==> config.mk <==
export PLATFORM = sky130hd
export DESIGN_NAME = sdf_ifft_stage
export DESIGN_NICKNAME = d
export VERILOG_FILES = /design/src/rtl/fft_pkg.sv /design/src/rtl/sdf_delay_line.sv /design/src/rtl/sdf_ifft_stage.sv
export SDC_FILE = /design/constraint.sdc
export NUM_CORES = 1
export LEC_CHECK = 0
export ABC_CLOCK_PERIOD_IN_PS = 6040
export BUFFER_PORTS_ARGS = -buffer_cell sky130_fd_sc_hd__buf_2
export CORE_MARGIN = 4
export CORE_UTILIZATION = 40
export CTS_BUF_LIST = sky130_fd_sc_hd__clkbuf_8 sky130_fd_sc_hd__clkbuf_16
export DETAILED_ROUTE_END_ITERATION = 12
export SLEW_MARGIN = 20
export SYNTH_ARGS = -nofsm -noshare
export SYNTH_HDL_FRONTEND = slang
export SYNTH_SLANG_ARGS = --single-unit
==> constraint.sdc <==
create_clock -name clk -period 6.04 [get_ports clk]
set_clock_uncertainty 0.2 [all_clocks]
set_input_delay 0.604 -clock clk [delete_from_list [all_inputs] [get_ports clk]]
set_output_delay 0.604 -clock clk [all_outputs]
set_load 0.02 [all_outputs]
==> src/rtl/fft_pkg.sv <==
// Shared types for the SDF inverse-FFT stage: stage FSM states and a
// default-width complex sample container.
package fft_pkg;

  // Stage FSM states:
  //   EMPTY | delay line being primed, no output yet
  //   FILL  | emitting stored j*(h-x) terms, loading the next frame's first half
  //   BFLY  | butterfly: emit h+x, store j*(h-x)
  typedef enum logic [1:0] {
    EMPTY = 2'd0,
    FILL  = 2'd1,
    BFLY  = 2'd2
  } sdf_state_t;

  // Default sample width; the stage itself is parameterised and may differ.
  localparam int FFT_DW = 16;

  // Packed complex sample, real part in the upper half.
  typedef struct packed {
    logic signed [FFT_DW-1:0] re;
    logic signed [FFT_DW-1:0] im;
  } cplx_t;

endpackage

==> src/rtl/sdf_delay_line.sv <==
// Feedback delay line for the SDF stage: DEPTH-deep shift register that
// advances only when i_en is high. Contents are not reset; the stage never
// lets an unprimed entry reach its outputs.
module sdf_delay_line #(
  parameter int WIDTH = 32,
  parameter int DEPTH = 4
) (
  input  logic             clk,
  input  logic             i_en,
  input  logic [WIDTH-1:0] i_data,
  output logic [WIDTH-1:0] o_head
);

  logic [WIDTH-1:0] r_mem [DEPTH];

  // Shift one entry per accepted step; oldest entry sits at the head.
  always_ff @(posedge clk) begin
    if (i_en) begin
      r_mem[0] <= i_data;
      for (int i = 1; i < DEPTH; i++) begin
        r_mem[i] <= r_mem[i-1];
      end
    end
  end

  assign o_head = r_mem[DEPTH-1];

endmodule

==> src/rtl/sdf_ifft_stage.sv <==
// Radix-2 single-delay-feedback inverse-FFT stage with a +j rotation on the
// difference path. Sums leave DELAY steps after their first operand, rotated
// differences 2*DELAY steps after it; outputs are registered (1 clock).
// Build option: define SDF_IFFT_SCALE_EN to halve sums and differences
// (arithmetic shift, truncating); otherwise results wrap to DATA_WIDTH bits.
module sdf_ifft_stage
  import fft_pkg::*;
#(
  parameter int DATA_WIDTH = 16,
  parameter int DELAY      = 4
) (
  input  logic                         clk,
  input  logic                         rst_n,
  input  logic                         in_valid,
  input  logic                         flush,
  input  logic signed [DATA_WIDTH-1:0] real_in,
  input  logic signed [DATA_WIDTH-1:0] imag_in,
  output logic                         out_valid,
  output logic signed [DATA_WIDTH-1:0] real_out,
  output logic signed [DATA_WIDTH-1:0] imag_out
);

  localparam int CW = (DELAY > 1) ? $clog2(2*DELAY) : 1;
  localparam int AW = DATA_WIDTH + 1;

  sdf_state_t r_state, w_state_nxt;
  logic [CW-1:0] r_cnt, w_cnt_nxt;

  logic w_step, w_flush_step, w_half_end, w_full_end;
  logic signed [DATA_WIDTH-1:0] w_x_re, w_x_im, w_h_re, w_h_im;
  logic [2*DATA_WIDTH-1:0] w_head, w_wr_data;
  logic signed [AW-1:0] w_sum_re, w_sum_im, w_dif_re, w_dif_im, w_dp_re, w_dp_im;
  logic w_out_en;
  logic signed [DATA_WIDTH-1:0] w_out_re, w_out_im;
  logic r_out_valid;
  logic signed [DATA_WIDTH-1:0] r_out_re, r_out_im;

  // Bring a widened result back to sample width.
  function automatic logic signed [DATA_WIDTH-1:0] reduce(input logic signed [AW-1:0] v);
`ifdef SDF_IFFT_SCALE_EN
    return v[AW-1:1];
`else
    return v[DATA_WIDTH-1:0];
`endif
  endfunction

  // A flush step is a zero sample, valid only while draining in FILL.
  assign w_flush_step = ~in_valid & flush & (r_state == FILL);
  assign w_step       = in_valid | w_flush_step;
  assign w_x_re       = in_valid ? real_in : '0;
  assign w_x_im       = in_valid ? imag_in : '0;
  assign w_half_end   = (r_cnt == CW'(DELAY - 1));
  assign w_full_end   = (r_cnt == CW'(2*DELAY - 1));

  assign w_h_re = w_head[2*DATA_WIDTH-1:DATA_WIDTH];
  assign w_h_im = w_head[DATA_WIDTH-1:0];

  assign w_sum_re = {w_h_re[DATA_WIDTH-1], w_h_re} + {w_x_re[DATA_WIDTH-1], w_x_re};
  assign w_sum_im = {w_h_im[DATA_WIDTH-1], w_h_im} + {w_x_im[DATA_WIDTH-1], w_x_im};
  assign w_dif_re = {w_h_re[DATA_WIDTH-1], w_h_re} - {w_x_re[DATA_WIDTH-1], w_x_re};
  assign w_dif_im = {w_h_im[DATA_WIDTH-1], w_h_im} - {w_x_im[DATA_WIDTH-1], w_x_im};
  // j*(h-x): the magnitude bound of a difference keeps this negation in range.
  assign w_dp_re  = -w_dif_im;
  assign w_dp_im  = w_dif_re;

  sdf_delay_line #(
    .WIDTH (2*DATA_WIDTH),
    .DEPTH (DELAY)
  ) u_delay (
    .clk    (clk),
    .i_en   (w_step),
    .i_data (w_wr_data),
    .o_head (w_head)
  );

  // State and sample-counter register.
  always_ff @(posedge clk or negedge rst_n) begin
    if (!rst_n) begin
      r_state <= EMPTY;
      r_cnt   <= '0;
    end else begin
      r_state <= w_state_nxt;
      r_cnt   <= w_cnt_nxt;
    end
  end

  // Next state, counter, delay-line write data and output selection.
  always_comb begin
    w_state_nxt = r_state;
    w_cnt_nxt   = r_cnt;
    w_wr_data   = {w_x_re, w_x_im};
    w_out_en    = 1'b0;
    w_out_re    = w_h_re;
    w_out_im    = w_h_im;
    if (w_step) begin
      w_cnt_nxt = w_full_end ? '0 : r_cnt + 1'b1;
      case (r_state)
        EMPTY: begin
          if (w_half_end) w_state_nxt = BFLY;
        end
        BFLY: begin
          w_out_en  = 1'b1;
          w_out_re  = reduce(w_sum_re);
          w_out_im  = reduce(w_sum_im);
          w_wr_data = {reduce(w_dp_re), reduce(w_dp_im)};
          if (w_full_end) w_state_nxt = FILL;
        end
        FILL: begin
          w_out_en = 1'b1;
          if (w_half_end) begin
            // Draining finished by flush: nothing live remains, restart priming.
            if (w_flush_step) begin
              w_state_nxt = EMPTY;
              w_cnt_nxt   = '0;
            end else begin
              w_state_nxt = BFLY;
            end
          end
        end
        default: begin
          w_state_nxt = EMPTY;
          w_cnt_nxt   = '0;
        end
      endcase
    end
  end

  // Registered outputs; data holds when no result is produced.
  always_ff @(posedge clk or negedge rst_n) begin
    if (!rst_n) begin
      r_out_valid <= 1'b0;
      r_out_re    <= '0;
      r_out_im    <= '0;
    end else begin
      r_out_valid <= w_out_en;
      if (w_out_en) begin
        r_out_re <= w_out_re;
        r_out_im <= w_out_im;
      end
    end
  end

  assign out_valid = r_out_valid;
  assign real_out  = r_out_re;
  assign imag_out  = r_out_im;

endmodule

* Yosys cells after proc, flatten, opt, wreduce, memory -nomap -nowiden
Memories as Yosys holds them, arrays and structs flattened.
Cells that the tools add are included.
** Operators by class
- Add/sub/neg operators :: 6
- $mul :: 0
- Divide/modulo/power cells :: 0
- Order comparisons :: 0
- Eq/ne operators :: 7
- Shift operators :: 0
- Mux-type cells :: 21
- Bitwise gates (word level) :: 4
- Reduce and logical (&&, ||, !) cells :: 4
** Operator list (number)
- $mux W16 :: 6
- $mux W32 :: 2
- $add A16 B16 Y16 :: 2
- $sub A16 B16 Y16 :: 2
- $neg A16 Y16 :: 1
- $mux W3 :: 3
- $mux W2 :: 4
- $ne A2 B2 Y1 const B :: 3
- $pmux W2 S3 :: 1
- $pmux W3 S2 :: 1
- $mux W1 :: 4
- $reduce_and A4 Y1 :: 1
- $reduce_or A2 Y1 :: 2
- $add A3 B1 Y3 const B :: 1
- $eq A3 B2 Y1 const B :: 1
- $eq A3 B3 Y1 const B :: 1
- $and A1 B1 Y1 :: 2
- $eq A2 B1 Y1 const B :: 1
- $eq A2 B2 Y1 const B :: 1
- $logic_not A2 Y1 :: 1
- $not A1 Y1 :: 1
- $or A1 B1 Y1 :: 1
** Storage, ports and cells
- Flip-flop bits (word level) :: 38
- Latch bits :: 0
- Memory bits (writable) :: 128
- ROM bits :: 0
- Input port bits :: 36
- Word-level logic and storage cells :: 48
- Memories :: 1
** Memory list
- u_delay.r_mem :: words 4, bits a word 32, rd ports 4, clocked after Yosys merged registers in 0, wr ports 4, RTL line sdf_delay_line.sv:14 : logic [WIDTH-1:0] r_mem [DEPTH];

* Depth between registers and ports, before layout
- Depth in word-level cells :: 6
- Depth in mapped cells :: 22
- Depth with buffers taken out :: 15

* Cells and area by module
From an unflattened synthesis, not the netlist that was laid out.
** Unflattened totals
- Cells, all modules :: 917
- Area, all modules :: 9619.2 µm²
** Modules (own cells, without submodules)
- sdf_ifft_stage :: instances 1, cells each 789, area each 5775.5 µm², sequential area each 950.9 µm²
- sdf_delay_line :: instances 1, cells each 128, area each 3843.7 µm², sequential area each 3843.7 µm²

* Worst setup path after synthesis
OpenSTA, ideal clock, no wires.
- Path kind :: in2reg
- Start :: input port in_valid
- End :: register r_out_im[15] (netlist: imag_out[15])
- Library setup time :: 128 ps
- Arrival :: 4731 ps
- Data required time :: 5712 ps
- Path slack :: 982 ps
- Cell stages on the path :: 10
- Buffers on the path :: 4
- Path through :: buf_4 > buf_4 > buf_4 > a21oi_1 > inv_1 > nand2_1 > clkbuf_1 > or3_1 > o21ai_0 > a31oi_1
** On the way
- Longest elaborated chain between the ends :: 5
- Elaborated cells on any way between the ends :: 9
- Classes of those cells :: add/sub (1); mux (4); bitwise (4)
** Ends and longest elaborated chain
- from (decl) :: RTL line sdf_ifft_stage.sv:14 : input logic in_valid,
- branches (longest 5 deep; another with $add A16 B16 Y16)
- to (signal assigned) :: RTL line sdf_ifft_stage.sv:138 : r_out_im <= w_out_im;
- to (decl) :: RTL line sdf_ifft_stage.sv:36 : logic signed [DATA_WIDTH-1:0] r_out_re, r_out_im;
Parallel ways; which one is timed is not known.
A chain may end at the register's enable or synchronous reset.

* Final worst setup path
- Start :: input port in_valid
- End :: register r_out_re[15] (netlist: real_out[15])
** On the way
- Longest elaborated chain between the ends :: 5
- Elaborated cells on any way between the ends :: 9
- Classes of those cells :: add/sub (1); mux (4); bitwise (4)
** Ends and longest elaborated chain
- branches (longest 5 deep; another with $add A16 B16 Y16)
- to (signal assigned) :: RTL line sdf_ifft_stage.sv:137 : r_out_re <= w_out_re;
- to (decl) :: RTL line sdf_ifft_stage.sv:36
Parallel ways; which one is timed is not known.

==> key figures <==
Critical path
  – Setup CP Type: primary input to flop
  – R2R cell count: 12
  – Startpoint Class: primary input
  – CP required: roughly 6 ns
  – Worst r2r dst: u_delay.r_mem[0][30]
  – RR Startpoint: u_delay.r_mem[3][1]
  – Worst-path maximum fanout: 41
  – CP Data Arrival Time: 4.03 ns
  – Reg2reg setup slack: ~2.6 ns
  – CP endpoint kind: flop

Clock network
  – Clock buffer depth: 2
  – Hold_buf cts: 0
  – CTS H-Tree Depth: 4
  – Root buffer cell: clkbuf_16
  – Number of CTS-inserted buffers: 17
  – Clk sink count: roughly 170
  – Clock transition at path regs: 0.07 ns
  – Resize count post-CTS: 0
  – Postcts setup bufs: 0
  – TritonCTS clock tree: yes
  – Worst-Skew Late Latency: 0.43 ns

Route
  – Via count: 6,912
  – Residual DRC count: 0
  – Number of vias per cell: 5.301
  – DRT Wirelength: 22.78 mm
  – Routed Antenna Nets: 0
  – Wire per inst: 17.47 um
  – Initial DRC Count: about 620
  – Met2 wire length: 9.873 mm
  – Drt first pass iters: 6
  – Uppermost layer routed: met4
  – WL met3: 944 um
  – Met1 WL: approximately 12 mm

Layout
  – Syn-to-layout area delta: 12.04%
  – Fraction of layout cells with a size suffix above 1: about an eighth
  – # diodes: 0
  – Nets: 1,061
  – Fillers: ~2,300
  – Cell area after layout: 10,770 sq um

Global routing
  – Largest net degree at the start of global routing: 82
  – First-pass GRT wire length: 36.86 mm
  – Number of global-route vias before repair: 6,732
  – Initial antenna violation count: 0
  – GR Util All Layers: 17.68%
  – Grt ovf: 0

Timing
  – Final Hold Violating Endpoints: 25
  – Max Transition Viols Final: 0
  – Final WS setup: 2.096 ns
  – Setup_tns: 0 ns
  – Final min period: 3.944 ns
  – Setup repair after global routing missed its margin: no
  – Worst hold margin: -0.01435 ns
  – Tcrit/Tclk final: 65.29%
  – Worst slew margin: 29.57%
  – FMAX: 253.6 MHz
  – Final setup fails: 0
  – Worst-Margin Slew: 1.050 ns

Logic synthesis
  – Mean area per synthesized cell: 10.28 sq um
  – Async SR Flop Fraction: a little under a quarter
  – Post-synthesis sequential area ratio: between 40% and 50%
  – Commonest register cell after synthesis: edfxtp_1
  – Largest family of logic cells by synthesized area: compound AO/OA/AOI/OAI gates
  – Post-synth top area cell: edfxtp_1
  – Netlist cell types: 70
  – Most frequent cell after synthesis: edfxtp_1
  – Synthesized flop and latch total: around 170
  – Synthesized area: 9613 sq um
  – Post-synthesis mux area share: 2.122%
  – Simple-Gate Fraction of Synth Area: 11.53%
  – Post-Synth Adder-Cell Area: 8.044%
  – Xor and xnor area share after synthesis: 6.104%
  – Share of the synthesized area in the top cell type: approximately two fifths
  – Commonest cells post-synth: 128 x edfxtp_1, 109 x nand2_1, 72 x o21ai_0
  – Synth area leaders: edfxtp_1 40%, dfrtp_1 9.9%, ha_1 6.6%, xnor2_1 4.3%, nand2_1 4.3%
  – Number of flops mapped to enable cells by yosys: 128
  – Synthesis Warnings: 0
  – Syn_nets: 1,024
  – Synth Instances: 935
  – Synth Area in Compound Gates: 17.28%

Placed design
  – Dpl ws: 1.623 ns
  – Cell Area, Placed: 10,160 sq um
  – Global placement routability congestion: roughly 0.88
  – IO buf count: 68
  – Dpl hpwl: 15.71 mm

Flow run
  – Max-Cap Viols: 0

Pwr
  – Clock power share: approximately a quarter
  – P per Cell Area: 421.9 nW/um^2
  – Max VDD drop: 0.1908 mV
  – Combinational power share: 34.6%
  – Final Total Pwr: 4544 uW
  – Net Sw Power: 1703 uW
  – Int Power: 2841 uW
  – Switching Share: 37.48%
  – Static Leakage: ~0.0044 uW
  – Flop pwr share: 40.4%

Hold path
  – Hold crit path type: primary input to asynchronous set/reset pin

Floorplan
  – Num rows: 56
  – Initial Util: 40.83%
  – Core box area: about 24,000 sq um
  – Die width: 163.0 um
  – Die span in y: between 150 and 200 um
  – IO Count: 69
  – Die area: 26,580 sq um

Run status
  – Status: finished, violations left
  – Failing checks: negative hold slack
## cells in the final DEF (no fill, tap or decap), types with 4 or more instances in the layout
| cell | instances |
|---|---|
| a21o_1 | 9 |
| a21oi_1 | 52 |
| a22o_1 | 5 |
| a22oi_1 | 4 |
| a31oi_1 | 14 |
| a32o_1 | 4 |
| a32oi_1 | 8 |
| and2_1 | 6 |
| and3_1 | 4 |
| buf_2 | 67 |
| buf_4 | 6 |
| clkbuf_16 | 17 |
| dfrtp_1 | 38 |
| edfxtp_1 | 128 |
| ha_1 | 50 |
| inv_1 | 58 |
| inv_6 | 4 |
| inv_8 | 4 |
| maj3_1 | 5 |
| maj3_2 | 4 |
| mux2i_1 | 17 |
| nand2_1 | 108 |
| nand2b_1 | 16 |
| nand3_1 | 20 |
| nor2_1 | 53 |
| nor2b_1 | 12 |
| nor3_1 | 5 |
| o21ai_0 | 72 |
| o21ai_1 | 26 |
| o21bai_1 | 8 |
| o22ai_1 | 7 |
| o31ai_1 | 12 |
| or3_1 | 9 |
| xnor2_1 | 47 |
| xor2_1 | 20 |
## metrics by stage
stage / utilization [%] / hold slack (ns) / cells
2_1_floorplan: - / 0.1084 / 935
4_1_cts: 45.74 / 0.2116 / 1304
3_5_place_dp: 43.14 / 0.2045 / 1272
5_1_grt: 45.75 / 0.02663 / 1304
6_report: 45.75 / -0.01435 / 1304
3_3_place_gp: 43.14 / 0.2006 / 1272
## critical path: stages
cell and delay (ns):
buf_2 0.58, nand2_1 0.27, ha_1 0.36, nand2b_1 0.14, a21oi_1 0.23, o21bai_1 0.13
a2111oi_0 0.64, o211ai_1 0.25, a311oi_1 0.30, o21ai_0 0.13, a21o_1 0.18, xor2_1 0.13
o21ai_1 0.07
## how the worst max path moves through the flow
stage               startpoint           end  slack, ns  cells past startpoint
floorplan             in_valid  imag_out[15]       0.98                     10
global placement      in_valid  real_out[15]       1.72                     13
detailed placement    in_valid  real_out[15]       1.62                     13
CTS                   in_valid  real_out[15]       2.09                     13
global route          in_valid  real_out[15]       1.60                     13
finish                in_valid  real_out[15]       2.10                     13
## state kept, by name (all words and copies together), names as in the netlist
signal and cells:
out_valid 1, u_delay.r_mem 128, real_out 16, r_cnt 3, r_state 2, imag_out 16
## cell families after synthesis
kind of cell | count (synthesis)
compound gates | 258
xor+xnor | 67
fa+ha+maj | 62
buf+inv | 117
flops | 166
mux | 20
simple gates | 245
## power by group through the flow
stage / combinational [uW] / sequential [uW] / clock [uW]
after floorplan: 1030 / 1920 / 0
after global placement: 1550 / 1840 / 0
after detailed placement: 1570 / 1860 / 0
after CTS: 1580 / 1840 / 1160
after global routing: 1750 / 1880 / 1220
final: 1570 / 1840 / 1130
## metal layers
metal / vias up / global-route usage (%)
li1: 3412 / -
met1: 3317 / 27.31
met2: 165 / 26.47
met3: 18 / 2.750
met4: 0 / 3.469
met5: - / 0
## cell type report
| class | count | area [sq um] | area share (%) |
|---|---|---|---|
| Clock inverter | 15 | 186.4 | 1.731 |
| Timing Repair Buffer | 73 | 380.4 | 3.532 |
| Multi-Input combinational cell | 652 | 4349 | 40.38 |
| Sequential cell | 166 | 4795 | 44.52 |
| Inverter | 62 | 235.2 | 2.184 |
| Tap cell | 319 | 399.1 | 3.706 |
| Clock buffer | 17 | 425.4 | 3.950 |
Note: power is estimated with default switching activity, not from simulation.
